File: src/rtl/keypad_if.sv
// Keypad matrix bundle: column returns in, row drives and debounced key status out.
// master = scanner side, slave = consumer/matrix side.
interface keypad_if #(
    parameter int ROWS  = 4,
    parameter int COLS  = 4,
    parameter int KEY_W = 5
);
    logic [COLS-1:0]  columna;
    logic [ROWS-1:0]  fila;
    logic [KEY_W-1:0] key;
    logic             keypad_pressed;
    logic             key_held;

    modport master (
        input  columna,
        output fila,
        output key,
        output keypad_pressed,
        output key_held
    );

    modport slave (
        output columna,
        input  fila,
        input  key,
        input  keypad_pressed,
        input  key_held
    );
endinterface

File: src/rtl/keypad_scanner_n.sv
// ROWS x COLS keypad scanner with synchroniser, debounce, press strobe and held level.
// Optional typematic auto-repeat enabled by defining KEYPAD_TYPEMATIC_EN.
//
// state     | meaning
// ----------+--------------------------------------------------------
// S_SCAN    | drive rows in turn, sample columns at end of each slot
// S_DEBOUNCE| pattern seen on current row, waiting for it to stay stable
// S_HELD    | key accepted, row frozen, waiting for all columns high
// S_RELEASE | all columns high, waiting for release to stay stable
module keypad_scanner_n #(
    parameter int ROWS          = 4,
    parameter int COLS          = 4,
    parameter int KEY_W         = 5,
    parameter int SCAN_DIV      = 50000,
    parameter int DEBOUNCE_CYC  = 500000,
    parameter int REPEAT_DELAY  = 25000000,
    parameter int REPEAT_PERIOD = 5000000
) (
    input  logic      clk,
    input  logic      rst_n,
    keypad_if.master  kp
);
    localparam int ROW_W  = $clog2(ROWS);
    localparam int COL_W  = $clog2(COLS);
    localparam int SLOT_W = $clog2(SCAN_DIV);
    localparam int DEB_W  = $clog2(DEBOUNCE_CYC);

    localparam logic [ROW_W-1:0]  ROW_LAST  = ROW_W'(ROWS - 1);
    localparam logic [SLOT_W-1:0] SLOT_LAST = SLOT_W'(SCAN_DIV - 1);
    localparam logic [DEB_W-1:0]  DEB_LAST  = DEB_W'(DEBOUNCE_CYC - 1);

    localparam bit CFG_OK = (ROWS >= 2) && (ROWS <= 8) && (COLS >= 2) && (COLS <= 8) &&
                            (ROWS * COLS <= (1 << KEY_W)) && (SCAN_DIV >= 4) &&
                            (DEBOUNCE_CYC >= 2) && (REPEAT_DELAY >= 1) && (REPEAT_PERIOD >= 1);

    if (!CFG_OK) begin : g_bad_cfg
        $error("keypad_scanner_n: illegal parameter combination");
    end

    localparam logic [1:0] S_SCAN     = 2'd0;
    localparam logic [1:0] S_DEBOUNCE = 2'd1;
    localparam logic [1:0] S_HELD     = 2'd2;
    localparam logic [1:0] S_RELEASE  = 2'd3;

    logic [1:0]        state;
    logic [COLS-1:0]   sync1;
    logic [COLS-1:0]   col_s;
    logic [COLS-1:0]   pattern;
    logic [ROW_W-1:0]  row;
    logic [ROW_W-1:0]  row_next;
    logic [SLOT_W-1:0] slot_cnt;
    logic [DEB_W-1:0]  deb_cnt;
    logic [KEY_W-1:0]  key_r;
    logic [KEY_W-1:0]  key_code;
    logic              pressed_r;
    logic              held_r;
    logic              col_idle;

    // Lowest-numbered active (zero) column wins on a multi-press.
    function automatic logic [COL_W-1:0] lowest_zero(input logic [COLS-1:0] p);
        logic [COL_W-1:0] idx;
        idx = '0;
        for (int i = COLS - 1; i >= 0; i--) begin
            if (!p[i]) idx = COL_W'(i);
        end
        return idx;
    endfunction

    assign col_idle = &col_s;
    assign row_next = (row == ROW_LAST) ? '0 : row + ROW_W'(1);
    assign key_code = KEY_W'(row) * KEY_W'(COLS) + KEY_W'(lowest_zero(pattern));

    assign kp.fila           = ~(ROWS'(1) << row);
    assign kp.key            = key_r;
    assign kp.keypad_pressed = pressed_r;
    assign kp.key_held       = held_r;

`ifdef KEYPAD_TYPEMATIC_EN
    localparam logic [31:0] REP_DELAY_LAST  = 32'(REPEAT_DELAY - 1);
    localparam logic [31:0] REP_PERIOD_LAST = 32'(REPEAT_PERIOD - 1);

    logic [31:0] rep_cnt;
    logic        rep_first;
    logic        rep_hit;

    assign rep_hit = (rep_cnt == (rep_first ? REP_DELAY_LAST : REP_PERIOD_LAST));
`endif

    always_ff @(posedge clk) begin
        if (!rst_n) begin
            state     <= S_SCAN;
            sync1     <= '1;
            col_s     <= '1;
            pattern   <= '1;
            row       <= '0;
            slot_cnt  <= '0;
            deb_cnt   <= '0;
            key_r     <= '0;
            pressed_r <= 1'b0;
            held_r    <= 1'b0;
`ifdef KEYPAD_TYPEMATIC_EN
            rep_cnt   <= '0;
            rep_first <= 1'b1;
`endif
        end else begin
            sync1     <= kp.columna;
            col_s     <= sync1;
            pressed_r <= 1'b0;
            case (state)
                S_SCAN: begin
                    if (slot_cnt == SLOT_LAST) begin
                        slot_cnt <= '0;
                        if (col_idle) begin
                            row <= row_next;
                        end else begin
                            pattern <= col_s;
                            deb_cnt <= '0;
                            state   <= S_DEBOUNCE;
                        end
                    end else begin
                        slot_cnt <= slot_cnt + SLOT_W'(1);
                    end
                end
                S_DEBOUNCE: begin
                    if (col_s == pattern) begin
                        if (deb_cnt == DEB_LAST) begin
                            state     <= S_HELD;
                            key_r     <= key_code;
                            pressed_r <= 1'b1;
                            held_r    <= 1'b1;
`ifdef KEYPAD_TYPEMATIC_EN
                            rep_cnt   <= '0;
                            rep_first <= 1'b1;
`endif
                        end else begin
                            deb_cnt <= deb_cnt + DEB_W'(1);
                        end
                    end else if (col_idle) begin
                        // Bounce: give up on this row without a strobe.
                        state    <= S_SCAN;
                        row      <= row_next;
                        slot_cnt <= '0;
                    end else begin
                        pattern <= col_s;
                        deb_cnt <= '0;
                    end
                end
                S_HELD: begin
                    if (col_idle) begin
                        state   <= S_RELEASE;
                        deb_cnt <= '0;
                    end
`ifdef KEYPAD_TYPEMATIC_EN
                    else if (rep_hit) begin
                        pressed_r <= 1'b1;
                        rep_cnt   <= '0;
                        rep_first <= 1'b0;
                    end else begin
                        rep_cnt <= rep_cnt + 32'd1;
                    end
`endif
                end
                S_RELEASE: begin
                    if (!col_idle) begin
                        state   <= S_HELD;
                        deb_cnt <= '0;
                    end else if (deb_cnt == DEB_LAST) begin
                        state    <= S_SCAN;
                        held_r   <= 1'b0;
                        row      <= row_next;
                        slot_cnt <= '0;
`ifdef KEYPAD_TYPEMATIC_EN
                        rep_cnt   <= '0;
                        rep_first <= 1'b1;
`endif
                    end else begin
                        deb_cnt <= deb_cnt + DEB_W'(1);
                    end
                end
                default: state <= S_SCAN;
            endcase
        end
    end
endmodule

File: src/flat_wrapper.sv
// flat-port wrapper written by rule: the top's interface ports become plain ports
module keypad_scanner_n_flat 
#(
    parameter int ROWS          = 4,
    parameter int COLS          = 4,
    parameter int KEY_W         = 5,
    parameter int SCAN_DIV      = 50000,
    parameter int DEBOUNCE_CYC  = 500000,
    parameter int REPEAT_DELAY  = 25000000,
    parameter int REPEAT_PERIOD = 5000000
)
  (clk, rst_n, kp_columna, kp_fila, kp_key, kp_keypad_pressed, kp_key_held);
  keypad_if #(.ROWS(ROWS), .COLS(COLS), .KEY_W(KEY_W)) kp_i ();
  input  logic clk;
  input  logic rst_n;
  input wire logic [$bits(kp_i.columna)-1:0] kp_columna;
  output wire logic [$bits(kp_i.fila)-1:0] kp_fila;
  output wire logic [$bits(kp_i.key)-1:0] kp_key;
  output wire logic [$bits(kp_i.keypad_pressed)-1:0] kp_keypad_pressed;
  output wire logic [$bits(kp_i.key_held)-1:0] kp_key_held;
  assign kp_i.columna = kp_columna;
  assign kp_fila = kp_i.fila;
  assign kp_key = kp_i.key;
  assign kp_keypad_pressed = kp_i.keypad_pressed;
  assign kp_key_held = kp_i.key_held;
  keypad_scanner_n #(.ROWS(ROWS), .COLS(COLS), .KEY_W(KEY_W), .SCAN_DIV(SCAN_DIV), .DEBOUNCE_CYC(DEBOUNCE_CYC), .REPEAT_DELAY(REPEAT_DELAY), .REPEAT_PERIOD(REPEAT_PERIOD)) u_core (.clk(clk), .rst_n(rst_n), .kp(kp_i));
endmodule
File: config.mk
export PLATFORM = sky130hd
export DESIGN_NAME = keypad_scanner_n_flat
export DESIGN_NICKNAME = d
export VERILOG_FILES = /design/src/rtl/keypad_if.sv /design/src/rtl/keypad_scanner_n.sv /design/src/flat_wrapper.sv
export SDC_FILE = /design/constraint.sdc
export NUM_CORES = 1
export LEC_CHECK = 0
export ABC_CLOCK_PERIOD_IN_PS = 3000
export CAP_MARGIN = 20
export CORE_ASPECT_RATIO = 1.25
export CORE_MARGIN = 4
export CORE_UTILIZATION = 40
export DETAILED_ROUTE_END_ITERATION = 7
export SLEW_MARGIN = 15
export SYNTH_ARGS = -nofsm -noshare
export SYNTH_HDL_FRONTEND = slang
export SYNTH_SLANG_ARGS = --single-unit
File: constraint.sdc
create_clock -name clk -period 3 [get_ports clk]
set_input_delay 0.3 -clock clk [delete_from_list [all_inputs] [get_ports clk]]
set_output_delay 0.3 -clock clk [all_outputs]
set_load 0.05 [all_outputs]
==> results of run 1 <==
[state kept, by name, summed over array words and instances (netlist names)]
signal / count
u_core.deb_cnt: 19
u_core.slot_cnt: 16
u_core.col_s: 4
u_core.kp.key: 4
u_core.pattern: 4
u_core.sync1: 4
u_core.row: 2
u_core.state: 2
u_core.kp.key_held: 1
u_core.kp.keypad_pressed: 1
[routing by layer]
layer,GRT usage (%),vias to the layer above,share of wire [%]
met2,30.6,74,50
met1,23.2,1461,43
li1,-,1511,-
met4,10.3,0,2.2
met5,0,-,0
met3,2.97,15,4.6
[cell usage in the layout (no fill, tap or decap), drive strengths merged, types with 6 or more instances in the layout]
cell type      netlist  routed
a31oi                6       6
mux2i               13      13
nand3b              12      12
clkbuf              18      13
nand3               50      50
inv                 13      13
nand2b              12      12
nor2                12      12
clkdlybuf4s50        0      15
buf                  8       9
nand2               31      31
ha                   6       6
dfxtp               57      57
nand4               12      12
a21oi               27      27
nor3                12      12
a311oi               7       7
o21ai               24      24
and4                 6       6
[worst paths after layout]
kind,from,to,slack (ns)
worst max-delay path,u_core.pattern[0],u_core.deb_cnt[12],0.56
worst min-delay path,u_core.sync1[1],u_core.col_s[1],0.41
worst max register to register,u_core.pattern[0],u_core.deb_cnt[12],0.56
worst min register to register,u_core.sync1[1],u_core.col_s[1],0.41
[cell type report]
class / count / area, sq um / share of cell area, %
multi-input cells: 300 / 1900 / 52.5
flip-flops and latches: 57 / 1140 / 31.5
repair buffers: 24 / 218 / 6.01
clock buffers: 13 / 149 / 4.11
well taps: 95 / 119 / 3.28
inverters: 14 / 52.6 / 1.45
clock inverters: 3 / 40.0 / 1.11
[power by group through the flow]
stage          sequential, mW  clock (mW)  combinational [mW]
3_3_place_gp            0.790           0              0.0897
4_1_cts                 0.774       0.721              0.0904
5_1_grt                 0.774       0.759              0.0990
3_5_place_dp            0.791           0              0.0900
6_report                0.774       0.704              0.0906
2_1_floorplan           0.793           0              0.0592
[kinds of logic (layout without fill, tap and decap cells)]
| kind of cell | Yosys count | count (layout) | synth area share [%] |
|---|---|---|---|
| other cells | 1 | 1 | 0.117 |
| fa+ha+maj | 6 | 6 | 2.33 |
| xor+xnor | 4 | 4 | 1.09 |
| flops | 57 | 57 | 35.5 |
| simple gates | 179 | 179 | 31.4 |
| mux | 13 | 13 | 4.05 |
| buf+inv | 40 | 54 | 5.33 |
| compound gates | 97 | 97 | 20.2 |
[worst reg2reg max path: cells and delay by family, from the launching register on]
family / cells / cell delay (ns)
compound gates: 3 / 1.08
xor+xnor: 1 / 0.22
flops: 1 / 0.35
simple gates: 1 / 0.71
[metrics by stage]
step / total power, mW / hold WS [ns] / util (%) / cells / cell area [sq um]
after global routing: 1.63 / 0.429 / 46.2 / 506 / 3620
after global placement: 0.880 / 0.393 / 43.8 / 490 / 3430
after CTS: 1.59 / 0.412 / 46.2 / 506 / 3620
after floorplan: 0.852 / 0.386 / - / 397 / 3220
after detailed placement: 0.881 / 0.397 / 43.8 / 490 / 3430
final: 1.57 / 0.407 / 46.2 / 506 / 3620
==> impl_metrics.py, run 1 <==
metrics = {
    "outcome": {
        "status": "finished clean",
    },
    "route": {
        "wl_per_cell_um": 16.0,
        "drt.antenna.violating_nets": 0,
        "avgViaCountPerCell": 6.05,
        "drc_errors": 0,
        "vias": 3061,
        "drt_iter0_markers": 196,
        "wl_um": 8120,
        "drtPass1Iterations": 4,
    },
    "worst_hold_path": {
        "hold_path_class": "flip-flop to flip-flop",
        "holdPathStages": 1,
    },
    "power": {
        "switching_share_pct": 23.3,
        "powerDensity_nw_per_um2": 433,
        "max-vdd-ir-drop_mv": 0.284,
        "p_switching_mw": 0.366,
        "p_int_mw": 1.20,
        "pwr-share-seq_pct": 49.3,
        "pwr-share-clk_pct": 44.9,
        "pwr-share-comb_pct": 5.8,
        "leakage_nw": 1.18,
    },
    "grt": {
        "grt_pass1_vias": 2939,
        "grt_max_degree": 28,
        "grt_antenna_before_repair": 0,
        "track_usage_pct": 18.7,
        "overflow": 0,
        "grt_pass1_wl_um": 14200,
    },
    "clock_tree": {
        "numCtsBuffers": 9,
        "cts_tree": "yes",
        "clk_pin_slew_worst_paths_ns": 0.07,
        "hold_buffers": 0,
        "post-cts-setup-buffers": 0,
        "cts_max_level": 3,
        "ctsResizeCount": 0,
        "clock_path_buffers": 2,
        "clk_latency_ns": 0.34,
        "clock-root-buffer": "clkbuf_8",
        "clock_sinks": 57,
    },
    "final_layout": {
        "fillers": 804,
        "syn_to_final_growth_pct": 12.6,
        "final_nets": 418,
        "drive_gt1_share_pct": 6.81,
        "n_antenna_cell": 0,
    },
    "critical_path": {
        "critPathMaxStageDelay_ns": 0.71,
        "cp_slowest_cell": "or4_1",
        "worstSetupEndpointType": "flip-flop",
        "startpoint_type": "flip-flop",
        "path_delay_family": "compound AO/OA/AOI/OAI gates",
        "critPathMaxFanout": 27,
        "crit_type": "flip-flop to flip-flop",
        "arrival_ns": 2.69,
        "cp_cell_sequence": "xor2_1, or4_1, o21ai_4, a41oi_1, a311oi_1",
        "path_buf_inv": 0,
        "rr_worst_depth": 5,
        "path_depth": 5,
        "worstPathRequired_ns": 3.26,
    },
    "synth": {
        "synth_edf_count": 0,
        "synthTopCellsByCount": "dfxtp_1 (57), nand3_1 (49), nand2_1 (31)",
        "ys.warnings.count": 0,
        "yosys.area.top_type_share_pct": 35.5,
        "syn_avg_cell_area_sq_um": 8.10,
        "synth.distinct_cells": 53,
        "synthCells": 397,
        "yosysTopAreaCell": "dfxtp_1",
        "synth.top_cells.by_area": "dfxtp_1 (35%), nand3_1 (7.6%), a21oi_1 (4.2%), mux2i_1 (4.0%), nand2_1 (3.6%)",
        "ys_ff_latch": 57,
        "synth_ff_type": "dfxtp_1",
        "synth_area_sq_um": 3220,
        "synth.most_common_cell": "dfxtp_1",
        "ys_seq_area_share_pct": 35.5,
        "syn_nets": 409,
        "synthArstFlopShare_pct": 0,
    },
    "timing": {
        "finClkSkew_ns": 0.00978,
        "setup_ws_ns": 0.564,
        "final_max_slew_viol_count": 0,
        "finalCritPeriodShare_pct": 81.2,
        "maxSlewHeadroom_pct": 48.5,
        "fin_crit_ns": 2.44,
        "fin_tns_setup_ns": 0,
        "rsz0062_at_grt": "false",
        "fmax_mhz": 411,
        "setup_viol": 0,
        "finalHoldViolCount": 0,
        "tightest_slew_ns": 0.763,
    },
    "place": {
        "pre_cts_ws_ns": 0.592,
        "io_buffers": 15,
        "place.detailed.hpwl_um": 5790,
        "place_congestion": 0.894,
    },
    "die": {
        "die_h_um": 108,
        "pin_count": 17,
        "die_area_sq_um": 9550,
        "fp.dieW_um": 88.2,
        "start_util_pct": 41.0,
        "core-area_sq_um": 7840,
        "std_cell_rows": 36,
    },
    "job": {
        "drv_cap": 0,
    },
}
Note: power is estimated with default switching activity, not from simulation.
==> run 2, diff against run 1 <==
--- a/config.mk
+++ b/config.mk
@@ -5,7 +5,7 @@
 export SDC_FILE = /design/constraint.sdc
 export NUM_CORES = 1
 export LEC_CHECK = 0
-export ABC_CLOCK_PERIOD_IN_PS = 3000
+export ABC_CLOCK_PERIOD_IN_PS = 2100
 export CAP_MARGIN = 20
 export CORE_ASPECT_RATIO = 1.25
 export CORE_MARGIN = 4
==> constraint.sdc (replaced) <==
create_clock -name clk -period 2.1 [get_ports clk]
set_input_delay 0.21 -clock clk [delete_from_list [all_inputs] [get_ports clk]]
set_output_delay 0.21 -clock clk [all_outputs]
set_load 0.05 [all_outputs]
==> run 2 against run 1 <==
  * Flip-flop and latch count unchanged
  * Clock skew increased by 0.0058 ns
  * Combinational power increased by 57%
  * Via count increased by 5.3%
  * Hold slack got worse by 0.0026 ns
  * Critical path depth increased by 1
  * Routed wire length increased by 9.0%
  * Cell area increased by 9.4%
  * Die area unchanged
  * Sequential power increased by 43%
  * Core utilization increased by 4.3 points
  * Largest power group unchanged
==> impl_metrics.py, run 2 (synthesis results as in run 1) <==
metrics = {
    "grt": {
        "grt_pass1_vias": 3089,
        "grt_max_degree": 24,
        "grt_pass1_wl_um": 14600,
        "overflow": 0,
        "grt_antenna_before_repair": 0,
        "track_usage_pct": 19.5,
    },
    "final_layout": {
        "drive_gt1_share_pct": 18.5,
        "multi_input_area_sq_um": 1930,
        "regMostFlops": "u_core.deb_cnt",
        "largest_register_ff_count": 19,
        "seq_area_sq_um": 1150,
        "biggestRegsByFlops": "u_core.deb_cnt (19), u_core.slot_cnt (16)",
        "fillers": 778,
        "n_antenna_cell": 0,
        "final_nets": 461,
        "final_common_cell": "dfxtp_1",
        "syn_to_final_growth_pct": 23.2,
        "final_cell_mix": "dfxtp_1 (53), buf_4 (52), nand3_1 (48)",
    },
    "critical_path": {
        "cp-endpoint": "u_core.deb_cnt[17]",
        "ff2ff_setup_slack_ns": 0.06,
        "arrival_ns": 2.29,
        "startpoint": "u_core.col_s[1]",
        "worstPathRequired_ns": 2.35,
        "rr_worst_depth": 6,
        "r2r_end": "u_core.deb_cnt[17]",
        "critPathMaxFanout": 20,
        "startpoint_type": "flip-flop",
        "crit_type": "flip-flop to flip-flop",
        "worstReg2RegStart": "u_core.col_s[1]",
        "worstSetupEndpointType": "flip-flop",
    },
    "timing": {
        "finalCritPeriodShare_pct": 97.1,
        "maxSlewHeadroom_pct": 54.3,
        "finalHoldViolCount": 0,
        "fmax_mhz": 491,
        "hold_slack_ns": 0.405,
        "rsz0062_at_grt": "true",
        "tightest_slew_ns": 0.679,
        "fin_crit_ns": 2.04,
        "setup_viol": 0,
        "final_max_slew_viol_count": 0,
        "finClkSkew_ns": 0.0156,
        "setup_ws_ns": 0.0613,
    },
    "power": {
        "powerDensity_nw_per_um2": 533,
        "max-vdd-ir-drop_mv": 0.271,
        "pwr-share-seq_pct": 52.4,
        "power_mw": 2.11,
        "p_switching_mw": 0.539,
        "pwr-share-comb_pct": 6.7,
        "switching_share_pct": 25.5,
        "pwr-share-clk_pct": 40.9,
        "p_int_mw": 1.57,
        "leakage_nw": 1.39,
    },
    "clock_tree": {
        "cts_tree": "yes",
        "clk_pin_slew_worst_paths_ns": 0.06,
        "numCtsBuffers": 9,
        "cts_max_level": 3,
        "clock_sinks": 57,
        "clock-root-buffer": "clkbuf_8",
        "clk_latency_ns": 0.35,
        "clock_path_buffers": 2,
    },
    "place": {
        "place_congestion": 0.932,
        "place.detailed.hpwl_um": 6390,
        "io_buffers": 15,
        "pre_cts_ws_ns": 0.0168,
    },
    "route": {
        "drt.antenna.violating_nets": 0,
        "wl_um": 8850,
        "vias": 3223,
        "avgViaCountPerCell": 5.87,
        "drt_iter0_markers": 273,
        "wl_per_cell_um": 16.1,
        "drtPass1Iterations": 4,
        "drc_errors": 0,
    },
    "job": {
        "drv_cap": 0,
    },
    "die": {
        "core-area_sq_um": 7840,
        "start_util_pct": 41.0,
        "pin_count": 17,
        "die_h_um": 108,
        "die_area_sq_um": 9550,
        "std_cell_rows": 36,
        "fp.dieW_um": 88.2,
    },
    "outcome": {
        "status": "finished clean",
    },
    "worst_hold_path": {
        "min_from": "u_core.sync1[0]",
        "hold_path_class": "flip-flop to flip-flop",
    },
}
==> run 2: cell types whose count changed in the layout (fill, tap and decap cells not counted), moves of 2 or more <==
cell / previous run / this run
clkdlybuf4s50_1: 15 / 12
dfxtp_1: 57 / 53
buf_4: 9 / 52
and4_1: 6 / 4
dfxtp_2: 0 / 4
clkinv_2: 2 / 4
buf_12: 0 / 2
==> run 2: stage by stage <==
step	std cells	TNS [ns]	util (%)	area [sq um]
floorplan	397	0	-	3220
finish	549	0	50.5	3960
global route	549	-0.0215	50.5	3960
detailed placement	529	0	47.8	3750
global placement	529	0	47.8	3750
CTS	545	0	49.8	3900
==> run 2: power by group through the flow <==
stage | Sequential [mW] | Combinational (mW) | Clock, mW
after floorplan | 1.13 | 0.0846 | 0
after global placement | 1.13 | 0.135 | 0
after CTS | 1.11 | 0.139 | 0.880
after global routing | 1.11 | 0.155 | 0.939
after detailed placement | 1.13 | 0.139 | 0
final | 1.11 | 0.142 | 0.864
==> run 2: critical path: stages, from the launching register on <==
cell and delay (ns):
dfxtp_1 0.34, xor2_1 0.19, or4_4 0.61, o21ai_4 0.21, buf_12 0.17, o21ai_0 0.12
a311oi_2 0.29
==> run 2: worst min-delay path by stage <==
stage / slack, ns / depth (start not counted) / end
after global placement: 0.40 / 1 / u_core.col_s[2]
after global routing: 0.44 / 1 / u_core.col_s[0]
after floorplan: 0.31 / 1 / u_core.sync1[0]
final: 0.40 / 1 / u_core.col_s[0]
after CTS: 0.42 / 1 / u_core.col_s[0]
after detailed placement: 0.40 / 1 / u_core.col_s[2]
==> run 2: final cells by class <==
| type | count | area share (%) |
|---|---|---|
| clock buffers | 12 | 3.41 |
| clock inverters | 4 | 0.505 |
| inverters | 14 | 1.33 |
| multi-input cells | 300 | 48.6 |
| flip-flops and latches | 57 | 28.9 |
| well taps | 95 | 3.00 |
| repair buffers | 67 | 14.2 |
==> run 2: timing repair <==
item / in CTS / in global routing
pin swaps: 0 / 4
hold buffers: 0 / 0
setup endpoints to repair: 1 / 26
setup buffers: 0 / 4
gates resized for setup: 1 / 11
hold endpoints to repair: 0 / 0
==> run 2: routing by layer <==
layer  GRT usage [%]  share of wire [%]
met5               0                  0
met4            10.0                2.5
met3            3.89                3.3
met2            31.9                 50
met1            23.9                 44
